--- src/rtl/pipe_cba_pkg.sv ---
// Shared helpers for the pipelined carry-bypass adder: block-count
// derivation and the parameter legality rule used at elaboration.
package pipe_cba_pkg;

  // Number of carry-bypass blocks, which is also the number of pipeline stages.
  function automatic int cba_nblk(input int width, input int blk);
    return width / blk;
  endfunction

  // Legal only when the width splits evenly into blocks of at least two bits.
  function automatic bit cba_params_ok(input int width, input int blk);
    return (blk >= 2) && (width >= blk) && ((width % blk) == 0);
  endfunction

endpackage

--- src/rtl/pipe_cba_adder_block.sv ---
// One carry-bypass block: BLK-bit ripple adder whose carry-out is taken
// straight from c_in whenever every bit propagates.
module cba_block #(
  parameter int BLK = 8
) (
  input  logic [BLK-1:0] a,
  input  logic [BLK-1:0] b,
  input  logic           c_in,
  output logic [BLK-1:0] s,
  output logic           c_out,
  output logic           c_msb
);
  logic [BLK-1:0] p;
  logic [BLK:0]   c;

  assign p = a ^ b;

  // Ripple the carry through the block and form each sum bit.
  always_comb begin
    c    = '0;
    s    = '0;
    c[0] = c_in;
    for (int i = 0; i < BLK; i++) begin
      s[i]   = p[i] ^ c[i];
      c[i+1] = (a[i] & b[i]) | (p[i] & c[i]);
    end
  end

  // Carry into the top bit feeds the signed-overflow detector downstream.
  assign c_msb = c[BLK-1];
  // Bypass mux: an all-propagate block passes its incoming carry unchanged.
  assign c_out = (&p) ? c_in : c[BLK];

endmodule

--- src/rtl/pipe_cba_adder.sv ---
// Pipelined carry-bypass adder/subtractor. Each stage resolves one block
// of BLK bits, carrying the partial sum, the block carry and the not-yet
// processed operand bits forward. Stages advance with a combinational
// ready chain so bubbles collapse and a full pipe still streams.
module pipe_cba_adder
  import pipe_cba_pkg::*;
#(
  parameter int WIDTH = 32,
  parameter int BLK   = 8
) (
  input  logic             clk,
  input  logic             rst_n,
  input  logic             in_valid,
  output logic             in_ready,
  input  logic [WIDTH-1:0] a,
  input  logic [WIDTH-1:0] b,
  input  logic             cin,
  input  logic             op_sub,
  output logic             out_valid,
  input  logic             out_ready,
  output logic [WIDTH-1:0] sum,
  output logic             cout,
  output logic             ovf
);
  localparam int NBLK = cba_nblk(WIDTH, BLK);

  if (!cba_params_ok(WIDTH, BLK)) begin : g_param_check
    $error("pipe_cba_adder: WIDTH must be a positive multiple of BLK and BLK must be >= 2");
  end

  // Handshake: a transfer happens on a cycle where valid and ready are both
  // high at the rising edge; valid never waits on ready, and ready is a pure
  // combinational function of stage occupancy and out_ready.

  logic [WIDTH-1:0] b_eff;
  logic             c0;
  logic [NBLK-1:0]  v;
  logic [NBLK-1:0]  adv;

  // Subtraction is A + ~B + 1, so the external carry-in is ignored there.
  assign b_eff = op_sub ? ~b : b;
  assign c0    = op_sub | cin;

  // A stage may load when it is empty or when everything after it can move.
  always_comb begin
    logic run;
    run = out_ready;
    adv = '0;
    for (int k = NBLK - 1; k >= 0; k--) begin
      run    = run | ~v[k];
      adv[k] = run;
    end
  end

  for (genvar k = 0; k < NBLK; k++) begin : g_stage
    localparam int UPW = WIDTH - BLK * k;

    logic                 up_v;
    logic [UPW-1:0]       up_a;
    logic [UPW-1:0]       up_b;
    logic                 up_c;
    logic [BLK*(k+1)-1:0] nxt_s;
    logic [BLK-1:0]       blk_s;
    logic                 blk_cout;
    logic                 blk_cmsb;
    logic                 v_q;
    logic [BLK*(k+1)-1:0] s_q;
    logic                 c_q;

    if (k == 0) begin : g_src
      assign up_v  = in_valid;
      assign up_a  = a;
      assign up_b  = b_eff;
      assign up_c  = c0;
      assign nxt_s = blk_s;
    end else begin : g_src
      assign up_v  = g_stage[k-1].v_q;
      assign up_a  = g_stage[k-1].g_ops.a_q;
      assign up_b  = g_stage[k-1].g_ops.b_q;
      assign up_c  = g_stage[k-1].c_q;
      assign nxt_s = {blk_s, g_stage[k-1].s_q};
    end

    cba_block #(.BLK(BLK)) u_blk (
      .a     (up_a[BLK-1:0]),
      .b     (up_b[BLK-1:0]),
      .c_in  (up_c),
      .s     (blk_s),
      .c_out (blk_cout),
      .c_msb (blk_cmsb)
    );

    // Capture this block's result together with the bits resolved so far.
    always_ff @(posedge clk or negedge rst_n) begin
      if (!rst_n) begin
        v_q <= 1'b0;
        s_q <= '0;
        c_q <= 1'b0;
      end else if (adv[k]) begin
        v_q <= up_v;
        s_q <= nxt_s;
        c_q <= blk_cout;
      end
    end

    assign v[k] = v_q;

    if (k < NBLK - 1) begin : g_ops
      logic [UPW-BLK-1:0] a_q;
      logic [UPW-BLK-1:0] b_q;
      logic               unused_cmsb;

      assign unused_cmsb = blk_cmsb;

      // Carry the operand bits of the remaining blocks down the pipe.
      always_ff @(posedge clk or negedge rst_n) begin
        if (!rst_n) begin
          a_q <= '0;
          b_q <= '0;
        end else if (adv[k]) begin
          a_q <= up_a[UPW-1:BLK];
          b_q <= up_b[UPW-1:BLK];
        end
      end
    end else begin : g_last
      logic cmsb_q;

      // Keep the carry into the sign bit for overflow detection.
      always_ff @(posedge clk or negedge rst_n) begin
        if (!rst_n) begin
          cmsb_q <= 1'b0;
        end else if (adv[k]) begin
          cmsb_q <= blk_cmsb;
        end
      end
    end
  end

  assign in_ready  = adv[0];
  assign out_valid = v[NBLK-1];
  assign sum       = g_stage[NBLK-1].s_q;
  assign cout      = g_stage[NBLK-1].c_q;
  assign ovf       = g_stage[NBLK-1].g_last.cmsb_q ^ g_stage[NBLK-1].c_q;

endmodule

--- config.mk ---
export PLATFORM = sky130hd
export DESIGN_NAME = pipe_cba_adder
export DESIGN_NICKNAME = d
export VERILOG_FILES = /design/src/rtl/pipe_cba_pkg.sv /design/src/rtl/pipe_cba_adder_block.sv /design/src/rtl/pipe_cba_adder.sv
export SDC_FILE = /design/constraint.sdc
export NUM_CORES = 1
export LEC_CHECK = 0
export ABC_CLOCK_PERIOD_IN_PS = 3500
export CAP_MARGIN = 10
export CORE_ASPECT_RATIO = 1.4
export CORE_MARGIN = 4
export CORE_UTILIZATION = 50
export CTS_CLUSTER_SIZE = 8
export DETAILED_ROUTE_END_ITERATION = 10
export PLACE_DENSITY = 0.79
export SLEW_MARGIN = 25
export SYNTH_ARGS = -nofsm -noshare
export SYNTH_HDL_FRONTEND = slang
export SYNTH_SLANG_ARGS = --single-unit
--- constraint.sdc ---
create_clock -name clk -period 3.5 [get_ports clk]
set_clock_uncertainty 0.05 [all_clocks]
set_input_delay 0.7 -clock clk [delete_from_list [all_inputs] [get_ports clk]]
set_output_delay 0.7 -clock clk [all_outputs]
set_load 0.02 [all_outputs]
==> parameters.txt <==
Parameter                              Value

Run status
  Outcome    finished with violations
  Failing checks    negative setup slack

Clock network
  Root buffer cell    clkbuf_16
  CTS Buf Count    17
  Sinks on Clock Net    approximately 190
  Clock Latency Late Sink    0.43 ns
  Buffer depth of the longest clock path    2
  Deepest level of the CTS H-tree    4
  Hold bufs inserted after CTS    0
  Clock tree from TritonCTS    yes
  CTS clk-pin slew, worst paths    approximately 0.07 ns

Power and ir drop
  Share of total power consumed by net switching    between 30% and 40%
  Net Sw Power    between 2 and 2.5 mW
  Static Leak    4.800 nW
  Cell internal pwr    5.038 mW
  Logic pwr share    30.2%
  Power Dens Cells    684.7 mW/mm^2
  Clock network fraction of total power    26.2%
  Sequential fraction of design power    ~44%
  Max VDD drop    around 360 uV

Critical path
  Most frequent cell on the critical path    fa_2
  Critical path buffer and inverter count    3
  Cell at the slowest stage of the critical path    fa_2
  Worst Setup Start Kind    primary input
  Nature of the critical path endpoint    flip-flop
  Crit Reg-Reg Endpoint    sum[31]
  Path depth of the worst reg2reg path    13
  Data arrival time of the critical path    ~4.2 ns
  CP max FO    2
  CP Class    primary input to flip-flop
  Worst path required time    around 3.8 ns
  Start of the worst register-to-register path    g_stage[2].c_q
  Cells along the critical path    buf_12 -> xor2_4 -> inv_2 -> fa_2 -> fa_2 -> fa_2 -> fa_2 -> fa_2 -> fa_2 -> fa_2 -> inv_2 -> fa_2 -> mux2_4
  Delay of the slowest cell on the worst path    around 0.41 ns
  Reg-to-reg setup timing slack    -0.12 ns
  Worst path top cell family by delay    adder cells

Final layout
  Layout overhead on the synthesized area    25.22%
  Layout cells sized above 1    27.45%
  Number of inserted diodes    0
  Final net count    938

Timing
  RSZ-0062 raised after global routing    yes
  Count of final setup violators    5
  Slew at the pin closest to its max-slew limit    0.9937 ns
  Post-route minimum period    between 3 and 4 ns
  Hold slack    0.2156 ns
  Final Hold Violating Endpoints    0
  Fin Setup TNS    -0.8528 ns
  Smallest setup slack after layout    -0.4699 ns
  Maximum clock frequency    roughly 250 MHz
  Final count of pins violating max slew    0
  Final clock period utilization by the worst path    113.4%
  Max-slew headroom    33.75%

GRT
  Met3 routing resource usage after global routing    4.065%
  Number of antenna violations at the first check in global routing    0
  Vias in the first global route    5,826
  GR Util met1    23.24%
  Overall routing resource usage    a little under a fifth
  Gr ovfl total    0
  Met2 global-route usage    between 30% and 40%
  Busiest layer in global routing    met2
  First-pass GRT wire length    a little under 30,000 um
  Largest net degree at the start of global routing    86

Yosys
  Post-synthesis register bit count    between 150 and 200
  Share of synthesized area occupied by flip-flops and latches    a little over half
  Number of warning messages in the yosys log    0
  Yosys cell types    34
  Mean instance size in the synthesized netlist    12.56 sq um
  Area share of the largest cell type after synthesis    54.38%
  Cell taking the most area after synthesis    dfrtp_1
  Top cells by area, synth    dfrtp_1 54%, mux2_2 11%, fa_1 7.5%, nand2_1 4.9%, ha_1 4.7%
  Cells after Synth    678
  Netlist area before placement    ~0.0085 sq mm
  Total nets after synthesis    about 810

Die
  Die X    118.3 um
  Ports    106
  Row Count    56
  Area inside the core boundary    between 0.015 and 0.02 sq mm
  Die height    about 160 um
  Starting density of the core    50.84%
  Area enclosed by the die boundary    a little under 0.02 sq mm

Place
  Input/output buffers    between 100 and 150
  Placer's final routability congestion estimate    0.8686
  Post-DP HPWL    roughly 12,000 um

Route
  Wire length reported by the detailed router    around 17,000 um
  Number of optimization iterations in the first detailed-route pass    4
  Via count    between 5,000 and 6,000
  DRC violations left    0
  DR vias/cell    between 5 and 6
  Routed wire per std cell    around 17 um
  Starting DRT DRC Count    between 200 and 300
  Remaining antenna violation count    0

Job
  Max-cap violations    0

Worst hold path
  Type of the worst min-delay path    primary input to async pin
## final cells by class
| type | instances | area, sq um |
|---|---|---|
| inverter | 38 | 147.6 |
| sequential | 185 | 4629 |
| clock buffer | 19 | 452.9 |
| clock inverter | 12 | 141.4 |
| multi-input combinational | 418 | 3661 |
| timing repair buffer | 144 | 1374 |
| fill | 1222 | 6086 |
| tap | 203 | 254.0 |
## routing by layer
| layer | wire, um | part of all wire [%] |
|---|---|---|
| met1 | 7029 | 41 |
| met2 | 9323 | 54 |
| met3 | 534 | 3.1 |
| met4 | 326 | 1.9 |
| met5 | 0 | 0 |
## worst max-delay path by stage
stage                     startpoint                 to  slack (ns)  depth (start not counted)
final                         op_sub  g_stage[0].s_q[7]       -0.47                         13
after global routing          op_sub  g_stage[0].s_q[7]       -0.54                         13
after CTS                     op_sub  g_stage[0].s_q[7]       -0.47                         13
after detailed placement        b[0]  g_stage[0].s_q[7]       -1.36                         13
after global placement          b[0]  g_stage[0].s_q[7]       -1.24                         13
after floorplan               op_sub  g_stage[0].s_q[7]       -0.99                         14
## registers in the layout (all words and copies together) (netlist names)
register / cells
g_stage.s_q: 48
g_stage.c_q: 3
g_stage.g_ops.b_q: 48
g_stage.v_q: 3
sum: 32
cout: 1
g_stage.g_ops.a_q: 48
out_valid: 1
g_stage.g_last.cmsb_q: 1
## worst register-to-register path: stages, from the launching register on
cell	delay, ns
dfrtp_1	0.39
inv_2	0.07
fa_2	0.20
inv_2	0.04
fa_2	0.34
fa_2	0.35
fa_2	0.36
fa_2	0.37
fa_2	0.35
inv_2	0.06
fa_2	0.21
inv_2	0.04
fa_2	0.42
mux2_4	0.27
## placed cells by master (no fill, tap or decap), types with 13 or more instances in the layout
cell	count
nand2_1	110
o21ai_0	34
fa_2	28
clkbuf_16	17
inv_2	13
dfrtp_1	185
xnor2_1	24
nand3_1	33
mux2_2	82
mux2_4	19
buf_4	38
ha_1	32
inv_1	24
clkdlybuf4s50_1	99
## synthesized netlist by cell type
master,number
a21bo_2,1
a21oi_1,6
a31oi_1,1
and2_1,1
and3_1,1
and3b_1,1
and4_1,4
and4b_1,1
buf_1,2
buf_2,12
buf_4,1
buf_6,1
buf_8,2
clkbuf_1,19
dfrtp_1,185
fa_1,32
ha_1,32
inv_1,37
inv_6,1
mux2_2,83
mux2_4,18
nand2_1,110
nand2b_1,4
nand3_1,33
nand3b_1,1
nand4_1,4
nor2_1,7
nor3_1,2
o21a_1,2
o21ai_0,37
o31ai_1,3
or2_2,1
xnor2_1,24
xor2_1,9
## power by group through the flow
stage               registers [mW]  clock network (mW)  logic (mW)
global placement              3.18                   0        2.07
global route                  3.27                2.04        2.44
detailed placement            3.22                   0        2.15
finish                        3.18                1.91        2.21
floorplan                     3.33                   0        1.04
CTS                           3.19                1.95        2.22
## timing repair
item | in CTS | in global routing
pin swaps | 5 | 1
gates resized for setup | 35 | 5
buffers inserted | 5 | 2
endpoints found under the setup margin | 10 | 7
## per-stage QoR
step	instances	cell area (sq um)	util, %	setup WS (ns)	power [mW]
5_1_grt	1019	10660	63.66	-0.5395	7.744
3_3_place_gp	981	9946	59.39	-1.242	5.246
3_5_place_dp	981	9946	59.39	-1.362	5.373
6_report	1019	10660	63.66	-0.4699	7.300
2_1_floorplan	678	8592	-	-0.9852	4.371
4_1_cts	1017	10630	63.46	-0.4699	7.358
## logic make-up (layout without fill, tap and decap cells)
logic type,after synthesis,count (layout),synth area share [%]
multiplexers,101,101,14.15
adder cells (fa/ha/maj),64,64,12.23
flip-flops,185,185,54.38
XOR/XNOR,33,33,3.395
buffers and inverters,75,213,3.939
AO/OA/AOI/OAI,50,50,3.160
AND/OR/NAND/NOR,170,170,8.745
No activity file was read; power rests on OpenSTA's default activity.
